$ cat config.mk
export PLATFORM = sky130hd
export DESIGN_NAME = mem_access_unit
export DESIGN_NICKNAME = d
export VERILOG_FILES = /design/src/rtl/mem_access_unit.sv
export SDC_FILE = /design/constraint.sdc
export NUM_CORES = 1
export LEC_CHECK = 0
export ABC_AREA = 1
export CAP_MARGIN = 10
export CORE_MARGIN = 3
export CORE_UTILIZATION = 45
export DETAILED_ROUTE_END_ITERATION = 8
export GPL_TIMING_DRIVEN = 0
export PLACE_DENSITY = 0.88
export SLEW_MARGIN = 20
export SYNTH_ARGS = -nofsm -noshare
export SYNTH_HDL_FRONTEND = slang
export SYNTH_SLANG_ARGS = --single-unit
$ cat constraint.sdc
create_clock -name Clk -period 3.3 [get_ports Clk]
set_clock_uncertainty 0.15 [all_clocks]
set_input_delay 0.66 -clock Clk [delete_from_list [all_inputs] [get_ports Clk]]
set_output_delay 0.66 -clock Clk [all_outputs]
set_load 0.03 [all_outputs]
$ cat src/rtl/mem_access_unit.sv
`default_nettype none
// +--------------------------------------------------------------------------+
// | Module   : mem_access_unit                                               |
// | Brief    : Sub-word load/store front end between EX/MEM and DataMemory.  |
// | Revision : 1.0 - initial release                                         |
// +--------------------------------------------------------------------------+
module mem_access_unit #(
    parameter int ADDR_W = 32,
    parameter int DATA_W = 32
) (
    input  logic              Clk,
    input  logic              Reset_n,
    input  logic [ADDR_W-1:0] Address,
    input  logic [DATA_W-1:0] WriteData,
    input  logic              MemRead,
    input  logic              MemWrite,
    input  logic [1:0]        Size,
    input  logic              Unsigned,
    input  logic              ErrClr,
    output logic              Stall,
    output logic [DATA_W-1:0] LoadData,
    output logic              LoadValid,
    output logic              AlignErr,
    output logic [ADDR_W-1:0] ErrAddr,
    output logic [ADDR_W-1:0] Mem_Address,
    output logic [DATA_W-1:0] Mem_WriteData,
    output logic              Mem_MemRead,
    output logic              Mem_MemWrite,
    input  logic [DATA_W-1:0] Mem_ReadData
);

    localparam logic [0:0] c_IDLE      = 1'b0;
    localparam logic [0:0] c_RMW_WRITE = 1'b1;

    localparam logic [1:0] c_SIZE_BYTE = 2'b00;
    localparam logic [1:0] c_SIZE_HALF = 2'b01;

    logic [0:0]        r_state;
    logic [ADDR_W-1:0] r_rmwAddr;
    logic [DATA_W-1:0] r_mergedWord;

    logic              w_isByte;
    logic              w_isHalf;
    logic              w_isWord;
    logic              w_misalign;
    logic              w_idle;
    logic              w_goodStore;
    logic              w_wordStore;
    logic              w_subStore;
    logic              w_goodLoad;
    logic              w_alignFault;
    logic [ADDR_W-1:0] w_wordAddr;
    logic [DATA_W-1:0] w_mergedWord;
    logic [7:0]        w_loadByte;
    logic [15:0]       w_loadHalf;
    logic [DATA_W-1:0] w_loadExt;

    // Reserved size code 11 falls through to word handling.
    assign w_isByte   = (Size == c_SIZE_BYTE);
    assign w_isHalf   = (Size == c_SIZE_HALF);
    assign w_isWord   = Size[1];
    assign w_misalign = (w_isHalf & Address[0]) | (w_isWord & (|Address[1:0]));

    assign w_idle       = (r_state == c_IDLE);
    assign w_goodStore  = w_idle & MemWrite & ~w_misalign;
    assign w_wordStore  = w_goodStore & w_isWord;
    assign w_subStore   = w_goodStore & ~w_isWord;
    assign w_goodLoad   = w_idle & MemRead & ~MemWrite & ~w_misalign;
    assign w_alignFault = w_idle & (MemRead | MemWrite) & w_misalign;
    assign w_wordAddr   = {Address[ADDR_W-1:2], 2'b00};

    // Enables are gated by reset so an in-flight RMW write is dropped at once.
    assign Stall         = Reset_n & w_subStore;
    assign Mem_MemRead   = Reset_n & (w_subStore | w_goodLoad);
    assign Mem_MemWrite  = Reset_n & (w_wordStore | ~w_idle);
    assign Mem_Address   = w_idle ? w_wordAddr : r_rmwAddr;
    assign Mem_WriteData = w_idle ? WriteData : r_mergedWord;

    always_comb begin
        w_mergedWord = Mem_ReadData;
        if (w_isByte) begin
            case (Address[1:0])
                2'd0:    w_mergedWord[7:0]   = WriteData[7:0];
                2'd1:    w_mergedWord[15:8]  = WriteData[7:0];
                2'd2:    w_mergedWord[23:16] = WriteData[7:0];
                default: w_mergedWord[31:24] = WriteData[7:0];
            endcase
        end else if (Address[1]) begin
            w_mergedWord[31:16] = WriteData[15:0];
        end else begin
            w_mergedWord[15:0] = WriteData[15:0];
        end
    end

    always_comb begin
        case (Address[1:0])
            2'd0:    w_loadByte = Mem_ReadData[7:0];
            2'd1:    w_loadByte = Mem_ReadData[15:8];
            2'd2:    w_loadByte = Mem_ReadData[23:16];
            default: w_loadByte = Mem_ReadData[31:24];
        endcase
        w_loadHalf = Address[1] ? Mem_ReadData[31:16] : Mem_ReadData[15:0];
        if (w_isByte) begin
            w_loadExt = {{24{~Unsigned & w_loadByte[7]}}, w_loadByte};
        end else if (w_isHalf) begin
            w_loadExt = {{16{~Unsigned & w_loadHalf[15]}}, w_loadHalf};
        end else begin
            w_loadExt = Mem_ReadData;
        end
    end

    always_ff @(posedge Clk or negedge Reset_n) begin
        if (!Reset_n) begin
            r_state      <= c_IDLE;
            r_rmwAddr    <= '0;
            r_mergedWord <= '0;
        end else begin
            case (r_state)
                c_IDLE: begin
                    if (w_subStore) begin
                        r_state      <= c_RMW_WRITE;
                        r_rmwAddr    <= w_wordAddr;
                        r_mergedWord <= w_mergedWord;
                    end
                end
                default: r_state <= c_IDLE;
            endcase
        end
    end

    always_ff @(posedge Clk or negedge Reset_n) begin
        if (!Reset_n) begin
            LoadData  <= '0;
            LoadValid <= 1'b0;
        end else begin
            LoadValid <= w_goodLoad;
            if (w_goodLoad) begin
                LoadData <= w_loadExt;
            end
        end
    end

    // A new fault in the same cycle as ErrClr re-captures its address.
    always_ff @(posedge Clk or negedge Reset_n) begin
        if (!Reset_n) begin
            AlignErr <= 1'b0;
            ErrAddr  <= '0;
        end else if (w_alignFault) begin
            AlignErr <= 1'b1;
            if (!AlignErr || ErrClr) begin
                ErrAddr <= Address;
            end
        end else if (ErrClr) begin
            AlignErr <= 1'b0;
        end
    end

endmodule
`default_nettype wire
==> results of run 1 <==
==> stage by stage <==
step,total power (µW),instance area [µm²],worst slack [ns],utilization,cells
after floorplan,3293,7782,0.5473,-,1132
after global placement,4173,10390,-4.540,0.6199,1585
after detailed placement,4227,10420,-0.5870,0.6219,1586
after CTS,6217,11060,0.01669,0.6602,1620
after global routing,6490,11070,0.002461,0.6603,1620
final,6207,11070,0.04387,0.6603,1620
==> what timing repair did <==
item	CTS	global route
endpoints found under the hold margin	30	0
pin swaps	1	0
gates resized for setup	7	9
hold buffers	1	0
buffers inserted	1	0
setup endpoints to repair	11	37
==> layout by cell type (no fill, tap or decap), types with 5 or more instances in the layout <==
cell	synthesis	final
nand3_1	39	39
o21ai_0	117	117
buf_2	22	25
nor2_1	36	36
buf_4	7	8
a21oi_1	9	9
clkbuf_2	0	5
o211ai_1	17	17
o21ai_1	22	22
buf_6	18	18
dfrtp_1	129	129
inv_1	93	93
nand2_1	541	541
o21ai_2	31	31
clkbuf_16	0	17
clkdlybuf4s50_1	0	228
clkbuf_1	15	16
inv_2	5	5
==> metal layers <==
| layer | global-route usage | vias to the layer above | wire [µm] |
|---|---|---|---|
| met5 | 0 | - | 0 |
| met4 | 0.1336 | 0 | 1163 |
| met3 | 0.06282 | 89 | 2589 |
| met2 | 0.4826 | 461 | 13250 |
| met1 | 0.3985 | 3987 | 11500 |
| li1 | - | 4049 | - |
==> cell type report <==
type / instances / area, µm² / area share
Buffer: 69 / 456.7 / 0.04127
Clock buffer: 21 / 460.4 / 0.04161
Clock inverter: 11 / 152.6 / 0.01379
Inverter: 102 / 387.9 / 0.03505
Multi-Input combinational cell: 832 / 3719 / 0.3360
Sequential cell: 129 / 3228 / 0.2917
Tap cell: 220 / 275.3 / 0.02487
Timing Repair Buffer: 236 / 2387 / 0.2157
==> final timing paths <==
path	endpoint	slack (ns)	depth (start not counted)	startpoint
setup / recovery	Mem_WriteData[7]	0.04	4	WriteData[7]
hold / removal	LoadData[16]$_DFFE_PN0P_	0.01	2	Reset_n
setup reg to reg	r_rmwAddr[19]$_DFFE_PN0P_	1.51	5	r_state$_DFF_PN0_
max in group asynchronous	r_mergedWord[9]$_DFFE_PN0P_	2.46	2	Reset_n
hold reg to reg	LoadData[30]$_DFFE_PN0P_	0.33	2	LoadData[30]$_DFFE_PN0P_
min in group Clk	LoadData[30]$_DFFE_PN0P_	0.33	2	LoadData[30]$_DFFE_PN0P_
==> power by group through the flow <==
stage               sequential [µW]  clock (µW)  combinational (µW)
CTS                            2110        2000                2110
finish                         2110        1980                2110
floorplan                      2460           0                 834
global route                   2150        2070                2270
global placement               2120           0                2050
detailed placement             2130           0                2100
==> Yosys cell counts (all sizes together) <==
cell / number / area, µm²
clkinv: 2 / 7.510
nand3: 45 / 285.3
o22ai: 1 / 6.260
conb: 1 / 3.750
inv: 100 / 380.4
nand4: 1 / 21.27
dfrtp: 129 / 3228
nor2: 43 / 198.9
o211ai: 17 / 127.6
o21ai: 170 / 967.2
clkbuf: 15 / 56.30
a21oi: 9 / 45.04
nand2: 544 / 2059
buf: 54 / 391.6
==> worst reg2reg max path, cell delays in order (launching register included) <==
cell      delay, ns
dfrtp_1        0.41
buf_2          0.27
nor2_2         0.10
nand3_4        0.13
clkbuf_1       0.40
o21ai_0        0.19
==> flip-flops by register name (all words and copies together) (netlist names) <==
| signal | cells |
|---|---|
| AlignErr | 1 |
| LoadValid | 1 |
| ErrAddr | 32 |
| r_state | 1 |
| r_rmwAddr | 30 |
| r_mergedWord | 32 |
| LoadData | 32 |
==> logic make-up (layout without fill, tap and decap cells) <==
logic type,count (synthesis),count (layout),share of synthesized area
buf+inv,171,439,0.1074
other cells,1,2,0.0004821
flops,129,129,0.4150
compound gates,197,197,0.1473
simple gates,633,633,0.3297
==> summary.md, run 1 <==
| Metric | Value |
|---|---|
| Int Power | `3997 µW` |
| Critical Path Most Common Cell | `clkdlybuf4s50_1` |
| Post-Synthesis Cells | `around 1.1k` |
| Die area | `18900 µm²` |
| Die H | `about 140 µm` |
| Detailed Place HPWL | `between 20000 and 25000 µm` |
| Cell variety after synth | `27` |
| Port buffer count | `between 200 and 250` |
| Worst-path clk slew | `about 0.06 ns` |
| Row count | `47` |
| Core Area | `16760 µm²` |
| Ant. Diodes | `0` |
| Gr usage total | `0.3028` |
| Critical path startpoint category | `primary input` |
| Fillers | `1466` |
| Minimum clock period after layout | `3.256 ns` |
| Final setup viols | `0` |
| Clk buf depth | `2` |
| Slew Limit Fails | `0` |
| Register area share after synthesis | `0.4150` |
| Max Fclk | `between 300 and 400 MHz` |
| Largest net degree at the start of global routing | `slightly above 100` |
| Initial antenna violation count | `0` |
| Slew @ Worst Pin | `about 0.55 ns` |
| Worst VDD drop | `a little under 0.4 mV` |
| Final WL | `roughly 28000 µm` |
| Req. time, crit path | `~2.5 ns` |
| Register bit total from synthesis | `around 130` |
| Vias in the first global route | `a little over 8k` |
| Clock Sinks | `around 130` |
| Hold WC Path Type | `in2async` |
| Clk pwr share | `0.320` |
| CP max stage cell | `clkdlybuf4s50_1` |
| Total number of vias | `between 8k and 9k` |
| Worst path max stage delay | `roughly 0.73 ns` |
| Routability cong. | `around 1.0` |
| Synth Warn # | `0` |
| Routed Antenna Nets | `0` |
| Combinational power share | `0.340` |
| Fin. Hold Viols | `0` |
| Worst-path cell chain | `clkdlybuf4s50_1 > inv_1 > o21ai_0 > clkdlybuf4s50_1` |
| RSZ-0062 raised after global routing | `no` |
| CP top delay family | `buffers and inverters` |
| Sequential Power Share | `0.341` |
| Critical Path End Type | `output pin` |
| H-tree levels | `4` |
| Min Hold Slack | `around 0.015 ns` |
| TritonCTS clock tree | `yes` |
| Switch share | `0.3561` |
| Status | `finished clean` |
| CP Class | `in2out` |
| Final worst path period share | `0.9867` |
| Worst path buffer plus inverter count | `3` |
| I/O pin count | `between 200 and 250` |
| Max-cap violations | `0` |
| Syn_area_per_cell | `6.878 µm²` |
| Layout cell share with drive strength beyond 1 | `0.1029` |
| CP Max Fanout | `5` |
| First-pass GRT wire length | `roughly 44000 µm` |
| Grt total ovfl | `0` |
| Clk root buf | `clkbuf_16` |
| WL per Instance | `between 15 and 20 µm` |
| Drt via density | `between 5 and 6` |
| Normalized max-slew margin | `0.6354` |
| Clk_lat worst skew | `0.42 ns` |
| Final net count | `~1.5k` |
| TritonRoute pass-1 iters | `7` |
| Starting density of the core | `0.4641` |
| PwrDens | `560.9 nW/µm²` |
| DRC viols | `0` |
| Setup TNS | `0 ns` |
| Switching pwr | `2210 µW` |
| DR iter-0 viols | `about 650` |
| Mapped Area | `about 7800 µm²` |
| Die W | `about 140 µm` |
| CP Data Arrival Time | `roughly 2.5 ns` |
| CTS Buf Count | `17` |
| Syn-to-layout area delta | `42.27%` |
| P_leak | `0.005587 µW` |
(Power assumes the default switching activity.)
==> inputs of run 2 (changes only) <==
Settings changed: GPL_ROUTABILITY_DRIVEN set to 1.
==> results of run 2 <==
The final DEF is identical to that of run 1; final timing and power are the same.
==> inputs of run 3 (changes only) <==
Settings changed: CORE_UTILIZATION 45 to 52, PLACE_DENSITY 0.88 to 0.95, REMOVE_ABC_BUFFERS set to 1.
==> run 3 against run 2 <==
  * Flip-flop and latch count unchanged
  * Fmax up 0.45%
  * Die area down 13%
  * Critical path type is now reg2out
  * Final cell count down 5.7%
  * Non-clock buffer count down 61
  * Hold slack better by 0.31 ns
  * Largest power group unchanged
  * Global-route usage up 2.3 points
  * Count of clock-buffer cells in the layout down 3
  * Largest cell class unchanged
  * First-iteration DRC count up 16%
  * Register-to-register slack worse by 0.94 ns
==> summary.md, run 3 (same netlist as run 1, synthesis figures left out) <==
| Metric | Value |
|---|---|
| Setup TNS | `0 ns (unchanged)` |
| H-tree levels | `4 (unchanged)` |
| CTS Buf Count | `17 (unchanged)` |
| Commonest non-fill, non-tap cell in the layout | `nand2_1` |
| Reg-to-Reg End | `ErrAddr[8]$_DFFE_PN0P_` |
| Initial antenna violation count | `0 (unchanged)` |
| Worst-path clk slew | `0.06 ns (about the same)` |
| Grt total ovfl | `0 (unchanged)` |
| Layout cell share with drive strength beyond 1 | `0.08110 (-0.02176)` |
| PwrDens | `562.2 nW/µm² (+0.23%)` |
| Die W | `128.3 µm (-6.7%)` |
| Min Hold Slack | `0.3264 ns (+0.3118 ns)` |
| Row count | `44 (-6.4%)` |
| Total number of vias | `8526 (-0.70%)` |
| Hold EP | `r_mergedWord[26]$_DFFE_PN0P_` |
| Switching pwr | `2214 µW (+0.19%)` |
| Fin. Hold Viols | `0 (unchanged)` |
| Critical path startpoint category | `flip-flop` |
| Core Area | `14590 µm² (-13%)` |
| Combinational power share | `0.341 (about the same)` |
| Starting density of the core | `0.5332 (+0.06906)` |
| Gr usage total | `0.3258 (+0.02304)` |
| Final WL | `26900 µm (-5.6%)` |
| Minimum clock period after layout | `3.242 ns (-0.01458 ns)` |
| Clk root buf | `clkbuf_16` |
| WL per Instance | `17.61 µm (about the same)` |
| Normalized max-slew margin | `0.3064 (-0.3290)` |
| Min-Delay Startpoint | `r_mergedWord[26]$_DFFE_PN0P_` |
| Int Power | `3794 µW (-5.1%)` |
| Ant. Diodes | `0 (unchanged)` |
| Detailed Place HPWL | `16940 µm (-23%)` |
| Most frequent cells in the layout | `541 x nand2_1, 227 x clkdlybuf4s50_1, 128 x dfrtp_1` |
| Fillers | `1080 (-26%)` |
| Largest net degree at the start of global routing | `95 (-5.9%)` |
| Clk_lat worst skew | `0.43 ns (about the same)` |
| Port buffer count | `234 (+0.43%)` |
| Final net count | `1435 (-3.8%)` |
| Drt via density | `5.580 (+5.3%)` |
| Clk buf depth | `2 (unchanged)` |
| Req. time, crit path | `2.49 ns (about the same)` |
| R2R cell count | `5 (unchanged)` |
| Slew Limit Fails | `0 (unchanged)` |
| Final worst path period share | `0.9823 (-0.004417)` |
| First-pass GRT wire length | `42200 µm (-3.4%)` |
| Hold depth | `2` |
| Die area | `16460 µm² (-13%)` |
| Clock Sinks | `129 (unchanged)` |
| Worst VDD drop | `0.3018 mV (-23%)` |
| Syn-to-layout area delta | `37.40%` |
| Max Fclk | `308.5 MHz (+0.45%)` |
| Tot Pwr | `6009 µW (-3.2%)` |
| CP Max Fanout | `57 (+52)` |
| Pre-CTS WS | `-1.823 ns (-1.236 ns)` |
| Routed Antenna Nets | `0 (unchanged)` |
| CP Data Arrival Time | `2.43 ns (-0.02 ns)` |
| Clk pwr share | `0.302 (-0.018)` |
| Switch share | `0.3685 (+0.01247)` |
| Status | `finished clean` |
| Sequential Power Share | `0.356 (+0.015)` |
| TritonRoute pass-1 iters | `6 (-1)` |
| DRC viols | `0 (unchanged)` |
| Worst R2R Start | `r_state$_DFF_PN0_` |
| Max-cap violations | `0 (unchanged)` |
| Top Registers | `ErrAddr x32, LoadData x32, r_mergedWord x32` |
| Hold WC Path Type | `reg2reg` |
| Die H | `128.3 µm (-6.7%)` |
| DR iter-0 viols | `749 (+16%)` |
| Slew @ Worst Pin | `1.039 ns (+0.4924 ns)` |
| CP Class | `reg2out` |
| P_leak | `0.005329 µW (-4.6%)` |
| Routability cong. | `0.8711 (-15%)` |
| TritonCTS clock tree | `yes` |
| Reg2reg setup slack | `0.57 ns (-0.94 ns)` |
| I/O pin count | `237 (unchanged)` |
| Vias in the first global route | `8127 (-2.0%)` |
| Final setup viols | `0 (unchanged)` |
| RSZ-0062 raised after global routing | `no` |
| Critical Path End Type | `output pin` |
| Final worst setup slack | `0.05844 ns (+0.01458 ns)` |
[run 3: cell count changes in the layout (fill, tap and decap cells not counted), moves of 2 or more]
cell,before,now
buf_6,18,0
nand3_2,2,4
clkbuf_2,5,3
buf_2,25,1
clkinv_4,2,5
bufinv_16,3,1
buf_4,8,5
inv_6,2,5
clkbuf_1,16,0
[run 3: worst max path at each step]
stage	from	end	slack, ns
5_1_grt	Size[1]	Mem_MemRead	0.06
3_5_place_dp	Address[0]	Mem_MemRead	-1.82
2_1_floorplan	r_state$_DFF_PN0_	Mem_MemRead	-1.09
3_3_place_gp	Reset_n	Mem_MemWrite	-4.34
6_report	r_state$_DFF_PN0_	Mem_Address[10]	0.06
4_1_cts	Size[1]	Mem_MemRead	0.008
[run 3: worst max-delay path: stages, from the launching register on]
cell             delay [ns]
dfrtp_4                0.64
buf_12                 0.26
o21ai_0                0.34
clkdlybuf4s50_1        0.74
[run 3: metrics by stage]
stage,utilization,cell area [µm²],cells
final,0.7326,10690,1528
after global routing,0.7326,10690,1528
after CTS,0.7329,10690,1528
after detailed placement,0.6840,9978,1484
after global placement,0.6791,9907,1481
after floorplan,-,7335,1063
[run 3: timing repair]
| action | in CTS | in global routing |
|---|---|---|
| gates cloned | 5 | 0 |
| hold buffers | 1 | 0 |
| setup buffers | 6 | 0 |
| setup endpoints to repair | 154 | 3 |
| hold endpoints to repair | 35 | 0 |
| resized for setup | 13 | 5 |
| pin swaps | 4 | 0 |
[run 3: power by group through the flow]
stage / sequential (µW) / combinational [µW] / clock [µW]
6_report: 2140 / 2050 / 1820
3_5_place_dp: 2150 / 2000 / 0
2_1_floorplan: 2470 / 758 / 0
5_1_grt: 2170 / 2200 / 1900
4_1_cts: 2130 / 2050 / 1830
3_3_place_gp: 2140 / 1930 / 0
[run 3: final cells by class]
type,instances,area (µm²),share of cell area
multi-input cells,837,3789,0.3545
well taps,184,230.2,0.02154
repair buffers,244,2470,0.2311
inverters,102,395.4,0.03699
flip-flops and latches,129,3232,0.3024
clock buffers,18,439.2,0.04109
clock inverters,14,132.6,0.01241
[run 3: metal layers]
metal	track usage	share of wire	vias up
met2	0.5449	0.48	542
met3	0.08000	0.12	91
li1	-	-	3948
met5	0	0	-
met1	0.4013	0.37	3945
met4	0.1417	0.036	0
